==> src/rtl/gate_sweep_pkg.sv <==
// Shared types and constants for the gate-block self-test sequencer.
package gate_sweep_pkg;

    localparam int unsigned NUM_GATES = 7;
    localparam int unsigned NUM_VECS  = 4;
    localparam int unsigned VEC_W     = 2;

    localparam int unsigned GATE_AND  = 0;
    localparam int unsigned GATE_OR   = 1;
    localparam int unsigned GATE_NOTA = 2;
    localparam int unsigned GATE_NAND = 3;
    localparam int unsigned GATE_NOR  = 4;
    localparam int unsigned GATE_XOR  = 5;
    localparam int unsigned GATE_XNOR = 6;

    typedef logic [NUM_GATES-1:0] gate_vec_t;

    typedef enum logic [2:0] {
        IDLE,
        DRIVE,
        SETTLE,
        CHECK,
        DONE
    } state_e;

    // Number of set bits in a gate vector (0..7).
    function automatic logic [2:0] popcount_gates(input gate_vec_t v);
        logic [2:0] n;
        n = 3'd0;
        for (int i = 0; i < int'(NUM_GATES); i++) begin
            n = n + 3'(v[i]);
        end
        return n;
    endfunction

endpackage

==> src/rtl/gate_sweep_ctrl_if.sv <==
// Stimulus/observation bus between the sweep sequencer and its environment.
interface gate_sweep_ctrl_if #(
    parameter int unsigned ERR_W = 4
);
    import gate_sweep_pkg::*;

    logic             start;
    logic             a_o;
    logic             b_o;
    gate_vec_t        gate_i;
    logic             busy;
    logic             done;
    logic             pass;
    gate_vec_t        err_mask;
    logic [ERR_W-1:0] err_count;

    // Environment side: requests sweeps and returns the gate outputs.
    modport master (
        output start,
        output gate_i,
        input  a_o,
        input  b_o,
        input  busy,
        input  done,
        input  pass,
        input  err_mask,
        input  err_count
    );

    // Sequencer side.
    modport slave (
        input  start,
        input  gate_i,
        output a_o,
        output b_o,
        output busy,
        output done,
        output pass,
        output err_mask,
        output err_count
    );

endinterface

==> src/rtl/gate_golden_model.sv <==
// Combinational reference for the seven basic gates, same bit order as gate_i.
module gate_golden_model
    import gate_sweep_pkg::*;
(
    input  logic      a_i,
    input  logic      b_i,
    output gate_vec_t expected_c_o
);

    always_comb begin
        expected_c_o            = '0;
        expected_c_o[GATE_AND]  = a_i & b_i;
        expected_c_o[GATE_OR]   = a_i | b_i;
        expected_c_o[GATE_NOTA] = ~a_i;
        expected_c_o[GATE_NAND] = ~(a_i & b_i);
        expected_c_o[GATE_NOR]  = ~(a_i | b_i);
        expected_c_o[GATE_XOR]  = a_i ^ b_i;
        expected_c_o[GATE_XNOR] = ~(a_i ^ b_i);
    end

endmodule

==> src/rtl/gate_sweep_ctrl.sv <==
// Deterministic a/b sweep of the gate block with golden-model checking.
// Optional first-failure capture ports enabled by GATE_SWEEP_FIRST_FAIL_EN.
module gate_sweep_ctrl
    import gate_sweep_pkg::*;
#(
    parameter int unsigned SETTLE_CYCLES = 1,
    parameter int unsigned ERR_W         = 4
) (
    input  logic                 clk,
    input  logic                 rst,
`ifdef GATE_SWEEP_FIRST_FAIL_EN
    output logic                 ff_valid,
    output logic [VEC_W-1:0]     ff_vec,
`endif
    gate_sweep_ctrl_if.slave     bus
);

    localparam int unsigned CNT_W = (SETTLE_CYCLES > 1) ? $clog2(SETTLE_CYCLES) : 1;
    localparam int unsigned SUM_W = ((ERR_W > 3) ? ERR_W : 3) + 1;
    localparam logic [CNT_W-1:0] CNT_LOAD = CNT_W'((SETTLE_CYCLES > 0) ? (SETTLE_CYCLES - 1) : 0);
    localparam logic [ERR_W-1:0] ERR_MAX  = '1;

    state_e           state_q, state_d;
    logic [VEC_W-1:0] vec_q, vec_d;
    logic [CNT_W-1:0] cnt_q, cnt_d;
    logic             a_q, a_d, b_q, b_d;
    logic             busy_q, busy_d, done_q, done_d, pass_q, pass_d;
    gate_vec_t        err_mask_q, err_mask_d;
    logic [ERR_W-1:0] err_count_q, err_count_d;
    gate_vec_t        expected_c, mism_c;
    logic [SUM_W-1:0] sum_c;
`ifdef GATE_SWEEP_FIRST_FAIL_EN
    logic             ff_valid_q, ff_valid_d;
    logic [VEC_W-1:0] ff_vec_q, ff_vec_d;
`endif

    gate_golden_model u_golden (
        .a_i          (a_q),
        .b_i          (b_q),
        .expected_c_o (expected_c)
    );

    always_comb begin
        state_d     = state_q;
        vec_d       = vec_q;
        cnt_d       = cnt_q;
        a_d         = a_q;
        b_d         = b_q;
        busy_d      = busy_q;
        done_d      = done_q;
        pass_d      = pass_q;
        err_mask_d  = err_mask_q;
        err_count_d = err_count_q;
`ifdef GATE_SWEEP_FIRST_FAIL_EN
        ff_valid_d  = ff_valid_q;
        ff_vec_d    = ff_vec_q;
`endif
        mism_c      = bus.gate_i ^ expected_c;
        sum_c       = SUM_W'(err_count_q) + SUM_W'(popcount_gates(mism_c));

        case (state_q)
            IDLE, DONE: begin
                if (bus.start) begin
                    state_d     = DRIVE;
                    vec_d       = '0;
                    a_d         = 1'b0;
                    b_d         = 1'b0;
                    busy_d      = 1'b1;
                    done_d      = 1'b0;
                    pass_d      = 1'b0;
                    err_mask_d  = '0;
                    err_count_d = '0;
`ifdef GATE_SWEEP_FIRST_FAIL_EN
                    ff_valid_d  = 1'b0;
                    ff_vec_d    = '0;
`endif
                end
            end
            DRIVE: begin
                cnt_d   = CNT_LOAD;
                state_d = (SETTLE_CYCLES > 0) ? SETTLE : CHECK;
            end
            SETTLE: begin
                if (cnt_q == '0) begin
                    state_d = CHECK;
                end else begin
                    cnt_d = cnt_q - CNT_W'(1);
                end
            end
            CHECK: begin
                // Accumulate mismatches; count clamps instead of wrapping.
                err_mask_d  = err_mask_q | mism_c;
                err_count_d = (sum_c > SUM_W'(ERR_MAX)) ? ERR_MAX : ERR_W'(sum_c);
`ifdef GATE_SWEEP_FIRST_FAIL_EN
                if ((mism_c != '0) && !ff_valid_q) begin
                    ff_valid_d = 1'b1;
                    ff_vec_d   = vec_q;
                end
`endif
                if (vec_q == VEC_W'(NUM_VECS - 1)) begin
                    state_d = DONE;
                    busy_d  = 1'b0;
                    done_d  = 1'b1;
                    pass_d  = (err_count_d == '0);
                end else begin
                    state_d      = DRIVE;
                    vec_d        = vec_q + VEC_W'(1);
                    {a_d, b_d}   = vec_q + VEC_W'(1);
                end
            end
            default: state_d = IDLE;
        endcase
    end

    always_ff @(posedge clk) begin
        if (rst) begin
            state_q     <= IDLE;
            vec_q       <= '0;
            cnt_q       <= '0;
            a_q         <= 1'b0;
            b_q         <= 1'b0;
            busy_q      <= 1'b0;
            done_q      <= 1'b0;
            pass_q      <= 1'b0;
            err_mask_q  <= '0;
            err_count_q <= '0;
`ifdef GATE_SWEEP_FIRST_FAIL_EN
            ff_valid_q  <= 1'b0;
            ff_vec_q    <= '0;
`endif
        end else begin
            state_q     <= state_d;
            vec_q       <= vec_d;
            cnt_q       <= cnt_d;
            a_q         <= a_d;
            b_q         <= b_d;
            busy_q      <= busy_d;
            done_q      <= done_d;
            pass_q      <= pass_d;
            err_mask_q  <= err_mask_d;
            err_count_q <= err_count_d;
`ifdef GATE_SWEEP_FIRST_FAIL_EN
            ff_valid_q  <= ff_valid_d;
            ff_vec_q    <= ff_vec_d;
`endif
        end
    end

    assign bus.a_o       = a_q;
    assign bus.b_o       = b_q;
    assign bus.busy      = busy_q;
    assign bus.done      = done_q;
    assign bus.pass      = pass_q;
    assign bus.err_mask  = err_mask_q;
    assign bus.err_count = err_count_q;
`ifdef GATE_SWEEP_FIRST_FAIL_EN
    assign ff_valid      = ff_valid_q;
    assign ff_vec        = ff_vec_q;
`endif

endmodule

==> src/flat_wrapper.sv <==
// flat-port wrapper written by rule: the top's interface ports become plain ports
module gate_sweep_ctrl_flat import gate_sweep_pkg::*;
#(
    parameter int unsigned SETTLE_CYCLES = 1,
    parameter int unsigned ERR_W         = 4
)
  (clk, rst, bus_start, bus_gate_i, bus_a_o, bus_b_o, bus_busy, bus_done, bus_pass, bus_err_mask, bus_err_count);
  gate_sweep_ctrl_if #(.ERR_W(ERR_W)) bus_i ();
  input  logic clk;
  input  logic rst;
  input wire logic [$bits(bus_i.start)-1:0] bus_start;
  input wire logic [$bits(bus_i.gate_i)-1:0] bus_gate_i;
  output wire logic [$bits(bus_i.a_o)-1:0] bus_a_o;
  output wire logic [$bits(bus_i.b_o)-1:0] bus_b_o;
  output wire logic [$bits(bus_i.busy)-1:0] bus_busy;
  output wire logic [$bits(bus_i.done)-1:0] bus_done;
  output wire logic [$bits(bus_i.pass)-1:0] bus_pass;
  output wire logic [$bits(bus_i.err_mask)-1:0] bus_err_mask;
  output wire logic [$bits(bus_i.err_count)-1:0] bus_err_count;
  assign bus_i.start = bus_start;
  assign bus_i.gate_i = bus_gate_i;
  assign bus_a_o = bus_i.a_o;
  assign bus_b_o = bus_i.b_o;
  assign bus_busy = bus_i.busy;
  assign bus_done = bus_i.done;
  assign bus_pass = bus_i.pass;
  assign bus_err_mask = bus_i.err_mask;
  assign bus_err_count = bus_i.err_count;
  gate_sweep_ctrl #(.SETTLE_CYCLES(SETTLE_CYCLES), .ERR_W(ERR_W)) u_core (.clk(clk), .rst(rst), .bus(bus_i));
endmodule
==> config.mk <==
export PLATFORM = sky130hd
export DESIGN_NAME = gate_sweep_ctrl_flat
export DESIGN_NICKNAME = d
export VERILOG_FILES = /design/src/rtl/gate_sweep_pkg.sv /design/src/rtl/gate_sweep_ctrl_if.sv /design/src/rtl/gate_golden_model.sv /design/src/rtl/gate_sweep_ctrl.sv /design/src/flat_wrapper.sv
export SDC_FILE = /design/constraint.sdc
export NUM_CORES = 1
export LEC_CHECK = 0
export CORE_MARGIN = 2
export CORE_UTILIZATION = 48
export CTS_CLUSTER_SIZE = 28
export DETAILED_ROUTE_END_ITERATION = 6
export PLACE_DENSITY = 0.89
export SYNTH_ARGS = -nofsm -noshare
export SYNTH_HDL_FRONTEND = slang
export SYNTH_SLANG_ARGS = --single-unit
==> constraint.sdc <==
create_clock -name clk -period 6.7 [get_ports clk]
set_input_delay 1.34 -clock clk [delete_from_list [all_inputs] [get_ports clk]]
set_output_delay 1.34 -clock clk [all_outputs]
set_load 0.005 [all_outputs]
==> impl_metrics.toml <==
[clock_tree]
cts.path.max_buffers = 2
clockRootBuffer = "clkbuf_4"
clk_latency_ns = 0.29
post_cts_resized = 0
cts.clk_slew.worst_paths_ns = 0.10
numCtsBuffers = 3
cts_sinks = 19
post_cts_buffers = 0
cts.htree.levels = 1
cts_tree = "built"
cts_hold_buf = 0

[synthesis]
synth_area_um2 = 1050
ys.warnings.count = 0
seq_area_frac_synth_pct = 36.2
synth_top_flop_cell = "dfxtp_1"
syn_area_per_cell_um2 = 9.37
async_reset_ff_share_pct = 0
synth_edf_count = 0
synthCells = 112
synth_seq_cells = 19
synth.distinct_cells = 30
synth_fp_nets = 134

[timing]
fmax_mhz = 199
skew_ns = 0.00402
rsz0062_at_grt = "false"
hold_viol = 0
slew_headroom_pct = 62.0
setup_viol = 0
tightest_slew_ns = 0.569
setup_tns_ns = 0
final.min_clock_period_ns = 5.02
maxSlewViolCount = 0
finalHoldWorstSlack_ns = 0.470
period_share_pct = 75.0

[drt]
vias_per_cell = 5.36
routed_wirelength_um = 2480
first_iter_violations = 20
vias = 889
routedWlPerCell_um = 14.9
drc_errors = 0
firstDrtPassIters = 4
ant_nets = 0

[global_routing]
grt_pass1_vias = 910
globalRouteTotalUtil_pct = 22.2
grt_pass1_wl_um = 4270
grt_max_degree = 15
grt_overflow_total = 0
antenna_found_initial = 0

[run_status]
status = "finished, final reports clean"

[die]
die_h_um = 50.8
rows = 16
placeableCoreArea_um2 = 2020
start_util_pct = 51.9
dieArea_um2 = 2580
die_w_um = 50.8
io_pins = 26

[hold_path]
hold_path.class = "flip-flop to flip-flop"

[flow_run]
max_cap_viol_count = 0

[setup_path]
worstSetupStartpointType = "input port"
cp.required_ns = 6.93
arrival_ns = 5.25
crit_top_cell = "fa_1"
crit_fanout = 4
critPathMaxStageDelay_ns = 0.55
worst_setup_path_end_kind = "flip-flop"
cpMaxStageDelayCell = "fa_1"
path_class = "input port to flip-flop"
path_cells = "clkdlybuf4s50_1 > xor2_1 > ha_1 > fa_1 > fa_1 > ha_1 > fa_1 > inv_1 > fa_1 > xnor2_1 > nor4_2 > o2111ai_1 > o21ai_1"

[cells_and_area]
diodes = 0
nNetsFinal = 162
nFillCells = 169
areaGrowthSynthToFinish_pct = 28.1
drive_gt1_share_pct = 5.76

[place]
portBuffers = 25
hpwlAfterDp_um = 1910
place_congestion = 0.801

[power]
p_per_area_nw_per_um2 = 256
peakVddDrop_mv = 0.179
p_leak_nw = 0.500
[cell families after synthesis]
kind of cell	after synthesis	synth area share, %
AND/OR/NAND/NOR	32	16.4
AO/OA/AOI/OAI	30	17.9
flip-flops	19	36.2
adder cells (fa/ha/maj)	12	17.2
XOR/XNOR	10	8.34
buffers and inverters	9	3.93
[Yosys cell counts, types with 2 or more instances]
cell      count  share of area [%]
dfxtp_1      19                 36
a21oi_1      18                8.6
nor2_1       11                3.9
ha_1          8                9.5
inv_1         7                2.5
xnor2_1       6                5.0
nand2_1       5                1.8
fa_1          4                7.6
xor2_1        4                3.3
nand3_1       3                1.4
nand3b_1      3                2.1
a21o_1        2                1.4
nand2b_1      2                1.2
nor2b_1       2                1.2
o21ai_0       2               0.95
o21ai_1       2               0.95
[report_power, final]
part	total [mW]	switching, mW	internal (mW)
Clock	0.0569	0.0338	0.0232
Combinational	0.154	0.0824	0.0719
Sequential	0.133	0.0106	0.122
[area by class of cell]
class	count	area, um2	share of cell area (%)
Clock buffer	4	26.3	1.95
Inverter	7	26.3	1.95
Multi-Input combinational cell	84	628	46.7
Sequential cell	19	380	28.3
Tap cell	27	33.8	2.51
Timing Repair Buffer	25	250	18.6
[flip-flops by register name (all words and copies together), names as in the netlist]
register and count:
u_core.bus.done 1, u_core.bus.pass 1, u_core.state_q 3, u_core.bus.err_mask 7, u_core.bus.busy 1, u_core.vec_q 2, u_core.bus.err_count 4
[metal layers]
metal | share of wire [%] | GRT usage [%]
met5 | 0 | 0
met4 | 1.0 | 10.8
met3 | 2.9 | 1.49
met2 | 50 | 37.5
met1 | 46 | 28.6
[through the flow]
step / util (%) / worst slack [ns] / power [mW] / instance area, um2 / std cells
after floorplan: - / 2.10 / 0.244 / 1050 / 112
after global placement: 65.2 / 1.56 / 0.277 / 1320 / 162
after detailed placement: 65.2 / 1.37 / 0.288 / 1320 / 162
after CTS: 66.5 / 1.68 / 0.348 / 1350 / 166
after global routing: 66.5 / 1.48 / 0.375 / 1350 / 166
final: 66.5 / 1.68 / 0.344 / 1350 / 166
[cell usage in the layout, fill, tap and decap left out, types with 2 or more instances in the layout]
cell type and n:
a21oi_1 18, clkbuf_4 3, ha_1 8, nand2b_1 2
nand3_1 3, nand3b_1 3, dfxtp_1 19, nor2b_1 2
nand2_1 5, clkdlybuf4s50_1 25, xor2_1 4, o21ai_0 2
inv_1 7, xnor2_1 6, a21o_1 2, fa_1 4
o21ai_1 2, nor2_1 11
[critical path: cells and delay by family]
| kind | cells | cell delay [ns] |
|---|---|---|
| fa+ha+maj | 6 | 2.53 |
| buf+inv | 2 | 0.53 |
| xor+xnor | 2 | 0.39 |
| compound gates | 2 | 0.29 |
| simple gates | 1 | 0.15 |
[worst paths after layout]
path	slack, ns	cells past startpoint	end	from
worst max register to register	2.43	13	u_core.bus.pass	u_core.vec_q[1]
worst min register to register	0.47	2	u_core.bus.busy	u_core.bus.busy
worst max-delay path	1.68	13	u_core.bus.pass	bus_gate_i[0]
worst min-delay path	0.47	2	u_core.bus.busy	u_core.bus.busy
Note: power is estimated with default switching activity, not from simulation.
